--- src/rtl/bram_64_rd_stream.sv ---
// Streaming reader for port B of the 512 x 64 block RAM: fetches a run of words and
// serialises each one MSB-byte-first onto a valid/ready byte stream.
module bram_64_rd_stream #(
  parameter int unsigned ADDR_W = 9,
  parameter int unsigned DATA_W = 64,
  parameter int unsigned OUT_W  = 8
) (
  input  logic              clk_in,
  input  logic              rst_in,
  input  logic              start_in,
  input  logic [ADDR_W-1:0] base_addr_in,
  input  logic [ADDR_W:0]   len_in,
  output logic              busy_out,
  output logic              done_out,
  output logic              bram_en_out,
  output logic [ADDR_W-1:0] bram_addr_out,
  input  logic [DATA_W-1:0] bram_rd_d_in,
  output logic [OUT_W-1:0]  data_out,
  output logic              valid_out,
  input  logic              ready_in
);

  localparam int unsigned Beats = DATA_W / OUT_W;
  localparam int unsigned BeatW = (Beats > 1) ? $clog2(Beats) : 1;

  localparam logic [1:0] StIdle = 2'd0;
  localparam logic [1:0] StRun  = 2'd1;
  localparam logic [1:0] StDone = 2'd2;

  localparam logic [ADDR_W:0]   CntZero  = '0;
  localparam logic [ADDR_W:0]   CntOne   = 1;
  localparam logic [ADDR_W-1:0] AddrOne  = 1;
  localparam logic [BeatW-1:0]  BeatOne  = 1;
  localparam logic [BeatW-1:0]  LastBeat = BeatW'(Beats - 1);

  logic [1:0]        state_q, state_d;
  logic [ADDR_W-1:0] addr_q, addr_d;
  logic [ADDR_W:0]   fetch_cnt_q, fetch_cnt_d;
  logic              inflight_q, inflight_d;
  logic              done_q, done_d;
  logic              pf_valid_q, pf_valid_d;
  logic [DATA_W-1:0] pf_data_q, pf_data_d;
  logic              sr_valid_q, sr_valid_d;
  logic [DATA_W-1:0] sr_data_q, sr_data_d;
  logic [BeatW-1:0]  beat_q, beat_d;

  logic fetch_go;
  logic xfer;
  logic word_end;
  logic sr_free;
  logic final_beat;

  // One read at a time, and only into an empty prefetch slot, so a returning
  // word always has somewhere to land.
  assign fetch_go   = (state_q == StRun) && (fetch_cnt_q != CntZero) &&
                      !inflight_q && !pf_valid_q;
  assign xfer       = sr_valid_q && ready_in;
  assign word_end   = xfer && (beat_q == LastBeat);
  assign sr_free    = !sr_valid_q || word_end;
  assign final_beat = word_end && (fetch_cnt_q == CntZero) && !inflight_q && !pf_valid_q;

  assign busy_out      = (state_q == StRun);
  assign done_out      = done_q;
  assign bram_en_out   = fetch_go;
  assign bram_addr_out = addr_q;
  assign valid_out     = sr_valid_q;
  assign data_out      = sr_data_q[DATA_W-1 -: OUT_W];

  always_comb begin
    state_d     = state_q;
    addr_d      = addr_q;
    fetch_cnt_d = fetch_cnt_q;
    inflight_d  = fetch_go;
    done_d      = 1'b0;
    unique case (state_q)
      StIdle: begin
        if (start_in) begin
          if (len_in != CntZero) begin
            addr_d      = base_addr_in;
            fetch_cnt_d = len_in;
            state_d     = StRun;
          end else begin
            done_d = 1'b1;
          end
        end
      end
      StRun: begin
        if (fetch_go) begin
          addr_d      = addr_q + AddrOne;
          fetch_cnt_d = fetch_cnt_q - CntOne;
        end
        if (final_beat) begin
          state_d = StDone;
          done_d  = 1'b1;
        end
      end
      StDone: begin
        state_d = StIdle;
      end
      default: begin
        state_d = StIdle;
      end
    endcase
  end

  always_comb begin
    sr_valid_d = sr_valid_q;
    sr_data_d  = sr_data_q;
    beat_d     = beat_q;
    pf_valid_d = pf_valid_q;
    pf_data_d  = pf_data_q;
    if (xfer) begin
      sr_data_d = sr_data_q << OUT_W;
      beat_d    = beat_q + BeatOne;
    end
    if (word_end) begin
      beat_d = '0;
      if (pf_valid_q) begin
        sr_data_d  = pf_data_q;
        sr_valid_d = 1'b1;
        pf_valid_d = 1'b0;
      end else begin
        sr_valid_d = 1'b0;
      end
    end
    // A read is only issued with the prefetch slot empty, so capture never
    // collides with the prefetch-to-shift reload above.
    if (inflight_q) begin
      if (sr_free) begin
        sr_data_d  = bram_rd_d_in;
        sr_valid_d = 1'b1;
        beat_d     = '0;
      end else begin
        pf_data_d  = bram_rd_d_in;
        pf_valid_d = 1'b1;
      end
    end
  end

  always_ff @(posedge clk_in) begin
    if (rst_in) begin
      state_q     <= StIdle;
      addr_q      <= '0;
      fetch_cnt_q <= '0;
      inflight_q  <= 1'b0;
      done_q      <= 1'b0;
      pf_valid_q  <= 1'b0;
      pf_data_q   <= '0;
      sr_valid_q  <= 1'b0;
      sr_data_q   <= '0;
      beat_q      <= '0;
    end else begin
      state_q     <= state_d;
      addr_q      <= addr_d;
      fetch_cnt_q <= fetch_cnt_d;
      inflight_q  <= inflight_d;
      done_q      <= done_d;
      pf_valid_q  <= pf_valid_d;
      pf_data_q   <= pf_data_d;
      sr_valid_q  <= sr_valid_d;
      sr_data_q   <= sr_data_d;
      beat_q      <= beat_d;
    end
  end

endmodule

--- config.mk ---
export PLATFORM = sky130hd
export DESIGN_NAME = bram_64_rd_stream
export DESIGN_NICKNAME = d
export VERILOG_FILES = /design/src/rtl/bram_64_rd_stream.sv
export SDC_FILE = /design/constraint.sdc
export NUM_CORES = 1
export LEC_CHECK = 0
export BUFFER_PORTS_ARGS = -buffer_cell sky130_fd_sc_hd__buf_4
export CORE_UTILIZATION = 52
export DETAILED_ROUTE_END_ITERATION = 12
export GPL_ROUTABILITY_DRIVEN = 0
export PLACE_DENSITY_LB_ADDON = 0.15
export RECOVER_POWER = 25
export SLEW_MARGIN = 20
export SYNTH_ARGS = -nofsm -noshare
export SYNTH_HDL_FRONTEND = slang
export SYNTH_SLANG_ARGS = --single-unit
--- constraint.sdc ---
create_clock -name clk_in -period 2 [get_ports clk_in]
set_input_delay 0.1 -clock clk_in [delete_from_list [all_inputs] [get_ports clk_in]]
set_output_delay 0.1 -clock clk_in [all_outputs]
set_load 0.02 [all_outputs]
# After elaboration in Yosys (flattened, before gate mapping)
# Cells that the tools add are included.
[totals]
register_bits = 156
latchBits = 0
ram_bits = 0
romBits = 0
input_bits = 87
n_memories = 0
[classes]
addsub = 3
n_mul = 0
div = 0
magnitude_cmp = 0
eq_ne = 6
n_shift = 0
muxes = 32
n_bitwise = 1
n_reduce_logical = 20
[op_table]
columns = ["operator", "count"]
rows = [
  ["2-to-1 mux 64 bit", 5],
  ["2-to-1 mux 10 bit", 3],
  ["2-to-1 mux 9 bit", 3],
  ["case mux 10 bit (2 select lines)", 1],
  ["nonzero test 10 bit", 2],
  ["case mux 9 bit (2 select lines)", 1],
  ["2-to-1 mux 3 bit", 4],
  ["logical NOT 10 bit", 1],
  ["2-to-1 mux 1 bit", 10],
  ["subtractor 10 x 1 -> 10 bit, second input constant", 1],
  ["adder 9 x 1 -> 9 bit, second input constant", 1],
  ["logical AND 1 bit", 8],
  ["2-to-1 mux 2 bit", 3],
  ["!= test 2 x 1 -> 1 bit, second input constant", 2],
  ["!= test 2 bit, second input constant", 2],
  ["case mux 2 bit (2 select lines)", 1],
  ["AND reduction 4 bit", 1],
  ["adder 3 x 1 -> 3 bit, second input constant", 1],
  ["equality test 3 bit, second input constant", 1],
  ["logical NOT 1 bit", 3],
  ["AND reduction 3 bit", 1],
  ["equality test 2 x 1 -> 1 bit, second input constant", 1],
  ["logical NOT 2 bit", 1],
  ["case mux 1 bit (2 select lines)", 1],
  ["4 further kinds", 4],
]

# Longest topological paths before layout
[logic_depth]
depth_word = 7
mapped_depth = 9
mapped_depth_nobuf = 7

# Worst setup path after synthesis
# No wires, ideal clock.
[synth_path]
path_type = "reg2reg"
start = "register beat_q[0]"
end = "register sr_data_q[60]"
setup_time_ns = 0.128
t_arrival_ns = 1.814
t_required_ns = 1.872
path_slack_ns = 0.059
path_stages_with_launch = 10
n_path_buf = 2
path_cell_list = "dfxtp_1 -> ha_1 -> ha_1 -> nand2_1 -> a21oi_1 -> clkbuf_1 -> buf_2 -> a311oi_1 -> a21oi_1 -> nor2_1"
[synth_between]
elab_chain_cells = 5
word_cells_on_any_way = 6
[synth_rtl]
columns = ["item", "line_no", "rtl"]
rows = [
  ["start: declaration", "45", "logic [BeatW-1:0] beat_q, beat_d;"],
  ["start signal: assignment", "162", "beat_q <= beat_d;"],
  ["equality test 3 bit *", "58", "assign word_end = xfer && (beat_q == LastBeat);"],
  ["logical AND 1 bit *", "58", ""],
  ["2-to-1 mux 64 bit / logical OR 1 bit (equally long branches)", "116, 59", ""],
  ["2-to-1 mux 64 bit", "129", "if (sr_free) begin"],
  ["2-to-1 mux 64 bit *", "128", "if (inflight_q) begin"],
  ["end signal: assignment", "161", "sr_data_q <= sr_data_d;"],
  ["end: declaration", "44", "logic [DATA_W-1:0] sr_data_q, sr_data_d;"],
]
# Mark *: on every way between the ends. The rest lies on a longest branch, timed or not.
# A chain may end at the register's enable or synchronous reset.

# Final worst setup path
[layout_path]
start = "register fetch_cnt_q[0]"
end = "output port bram_en_out"
[layout_between]
elab_chain_cells = 4
[layout_rtl]
columns = ["item", "line_no", "rtl"]
rows = [
  ["start: declaration", "38", "logic [ADDR_W:0] fetch_cnt_q, fetch_cnt_d;"],
  ["start signal: assignment", "155", "fetch_cnt_q <= fetch_cnt_d;"],
  ["nonzero test 10 bit", "55", "assign fetch_go = (state_q == StRun) && (fetch_cnt_q != CntZero) &&"],
  ["logical AND 1 bit (2 in series)", "55", ""],
  ["logical AND 1 bit", "56", "!inflight_q && !pf_valid_q;"],
  ["end: declaration", "15", "output logic bram_en_out,"],
]
# No other way between the ends.

==> results_dict.tcl <==
set metrics [dict create \
    outcome "completed" \
    vias_per_cell 5.81 \
    n_antenna_cell 0 \
    grt_pass1_vias 7129 \
    syn_area_um2 7240 \
    drtAntennaViolNets 0 \
    critical_path_class "reg2out" \
    synth_top_area_share_pct 43.1 \
    yosys.area_share.simple_pct 27.1 \
    ios 108 \
    min_path_cells 3 \
    slew_headroom_pct 58.3 \
    cts_tree "yes" \
    ir_worst_vdd_mv 0.602 \
    die_y_um 120 \
    clock_sinks 156 \
    synth_cells 979 \
    htreeDepth 4 \
    start_kind "flip-flop" \
    fin_crit_sh_pct 97.3 \
    start_util_pct 54.1 \
    drv_cap 0 \
    ys.flop_type "dfxtp_1" \
    drt-pass1-iter-count 7 \
    hold_ws_ns 0.0135 \
    synth.distinct_cells 50 \
    fin_ws_ns 0.0540 \
    fmax_mhz 514 \
    synth.avg_cell_area_um2 7.40 \
    cts_made_buffers 17 \
    synth_mux_area_share_pct 0 \
    grt_pass1_wl_mm 33.7 \
    synth-xor-area-share_pct 0.121 \
    routedWlPerCell_um 16.2 \
    synth_adder_area_share_pct 0.864 \
    drt_first_iter_violations 758 \
    drcViolationCount 0 \
    dpl_worst_slack_ns 0.111 \
    synth_compound_area_share_pct 22.8 \
    post-route-util_pct 71.8 \
    grt_start_max_net_pins 85 \
    skew_ns 0.00417 \
    drive_above_1_share_pct 16.7 \
    dpl.hpwl_mm 11.7 \
    core_um2 13400 \
    slew_viol_final 0 \
    grt.overflow.total 0 \
    p_leak_uw 0.00362 \
    cp.arrival_ns 1.85 \
    final_nets 1208 \
    vias 7579 \
    clk_pin_slew_ns 0.06 \
    clockBufferDepth 2 \
    die-area_um2 14400 \
    synth_common_cells "nand2_1 (220), dfxtp_1 (156), a21oi_1 (141)" \
    period_minus_slack_ns 1.95 \
    port_buffers 107 \
    tightest_slew_ns 0.626 \
    p_per_area_nw_per_um2 854 \
    clk_latency_ns 0.43 \
    synth_top_family_by_area "simple AND/OR/NAND/NOR gates" \
    endpoint_kind "primary output" \
    async_flop_share_pct 0 \
    crit_required_ns 1.90 \
    rows 42 \
    setup_viol 0 \
    syn-num-nets 1071 \
    synthToLayoutAreaGrowth_pct 32.8 \
    dieWidth_um 120 \
    routed_wl_mm 21.1 \
    synth_seq_area_share_pct 43.1 \
    tns_ns 0 \
    hold_path.class "in2reg" \
    ys_top_cells_by_area "dfxtp_1 (43%), nand2_1 (11%), a21oi_1 (9.7%)" \
    antenna_found_initial 0 \
    yosys_warnings 0 \
    synth_edf_count 0 \
    synth-seq-cells 156 \
    r2r_cells 9 \
    clockRootBuffer "clkbuf_16" \
    track_usage_pct 28.9 \
    hold_violations 0 \
    synth_area_leader_cell "dfxtp_1" \
    critPathMaxFanout 5 \
    synth.most_common_cell "nand2_1" \
]
metal layers:
layer	wire length, um	track usage, %	up-vias
met5	0	0	-
met2	10000	48.4	303
met3	1280	5.61	50
met4	504	10.3	0
met1	9280	36.9	3555
li1	-	-	3671
power breakdown:
group	leakage [uW]	switching [uW]	internal, uW	total (uW)
Combinational	0.00203	698	589	1290
Sequential	0.00127	125	3260	3380
Clock	0.000318	1290	2260	3550
Total	0.00362	2110	6110	8220
flip-flops by register name, summed over array words and instances, names as in the netlist:
register	cells
pf_data_q	64
pf_valid_q	1
sr_data_q	64
inflight_q	1
beat_q	3
bram_addr_out	9
fetch_cnt_q	10
done_out	1
state_q	2
valid_out	1
placed cells by master, fill, tap and decap left out, types with 2 or more instances in the layout:
cell type | netlist | final
dfxtp_1 | 156 | 155
a31oi_4 | 2 | 2
o21ai_0 | 6 | 6
a311oi_1 | 56 | 55
clkbuf_16 | 0 | 20
nand2_1 | 220 | 218
a311oi_2 | 2 | 3
nor3_1 | 19 | 19
bufinv_16 | 0 | 5
o21ai_1 | 6 | 6
o32ai_1 | 2 | 2
nand3_1 | 66 | 65
a31oi_1 | 3 | 3
ha_1 | 5 | 5
dlygate4sd3_1 | 0 | 68
buf_12 | 0 | 11
nand2_2 | 0 | 2
nand4_1 | 2 | 2
o31ai_1 | 2 | 2
o41ai_1 | 2 | 2
a221oi_1 | 8 | 8
o21ai_2 | 5 | 5
nor3b_1 | 3 | 3
a21oi_1 | 141 | 140
nand2b_1 | 2 | 2
nor4_1 | 3 | 3
a21oi_2 | 8 | 8
clkinvlp_4 | 0 | 2
or3_1 | 2 | 2
clkbuf_8 | 0 | 2
o21a_1 | 2 | 2
nor2_1 | 138 | 136
or2_1 | 2 | 2
clkinv_2 | 0 | 6
inv_1 | 6 | 6
buf_4 | 8 | 106
clkbuf_1 | 64 | 18
buf_8 | 0 | 2
cell type report:
| type | instances | area, um2 |
|---|---|---|
| clock buffer | 19 | 453 |
| clock inverter | 13 | 195 |
| fill | 1092 | 3780 |
| inverter | 6 | 22.5 |
| multi-input combinational | 725 | 3720 |
| sequential | 156 | 3120 |
| tap | 176 | 220 |
| timing repair buffer | 210 | 1890 |
metrics by stage:
| step | cells | total power, uW | area [um2] |
|---|---|---|---|
| after global placement | 1198 | 4570 | 8240 |
| final | 1305 | 8220 | 9620 |
| after global routing | 1305 | 8520 | 9620 |
| after CTS | 1298 | 8200 | 9570 |
| after floorplan | 979 | 4150 | 7240 |
| after detailed placement | 1198 | 4580 | 8240 |
final timing paths:
check,endpoint,start,slack (ns)
worst max-delay path,bram_en_out,fetch_cnt_q[0],0.05
worst max register to register,fetch_cnt_q[8],fetch_cnt_q[0],0.08
worst min register to register,pf_data_q[2],pf_data_q[2],0.46
worst min-delay path,bram_addr_out[7],base_addr_in[7],0.01
critical path, cell delays in order (launching register included):
cell and delay [ns]:
dfxtp_1 0.39, inv_1 0.10, ha_1 0.20, nor4b_1 0.14, buf_4 0.15, a31oi_4 0.25, buf_4 0.20
cells by family (layout without fill, tap and decap cells):
| family | after synthesis | after routing |
|---|---|---|
| AND/OR/NAND/NOR | 468 | 468 |
| AO/OA/AOI/OAI | 251 | 251 |
| flip-flops | 156 | 156 |
| buffers and inverters | 98 | 248 |
| adder cells (fa/ha/maj) | 5 | 5 |
| XOR/XNOR | 1 | 1 |
what timing repair did:
action | 4_1_cts | 5_1_grt
endpoints found under the hold margin | 131 | 0
endpoints found under the setup margin | 0 | 64
buffers inserted | 0 | 3
resized for setup | 0 | 7
hold buffers | 68 | 0
Note: power is estimated with default switching activity, not from simulation.
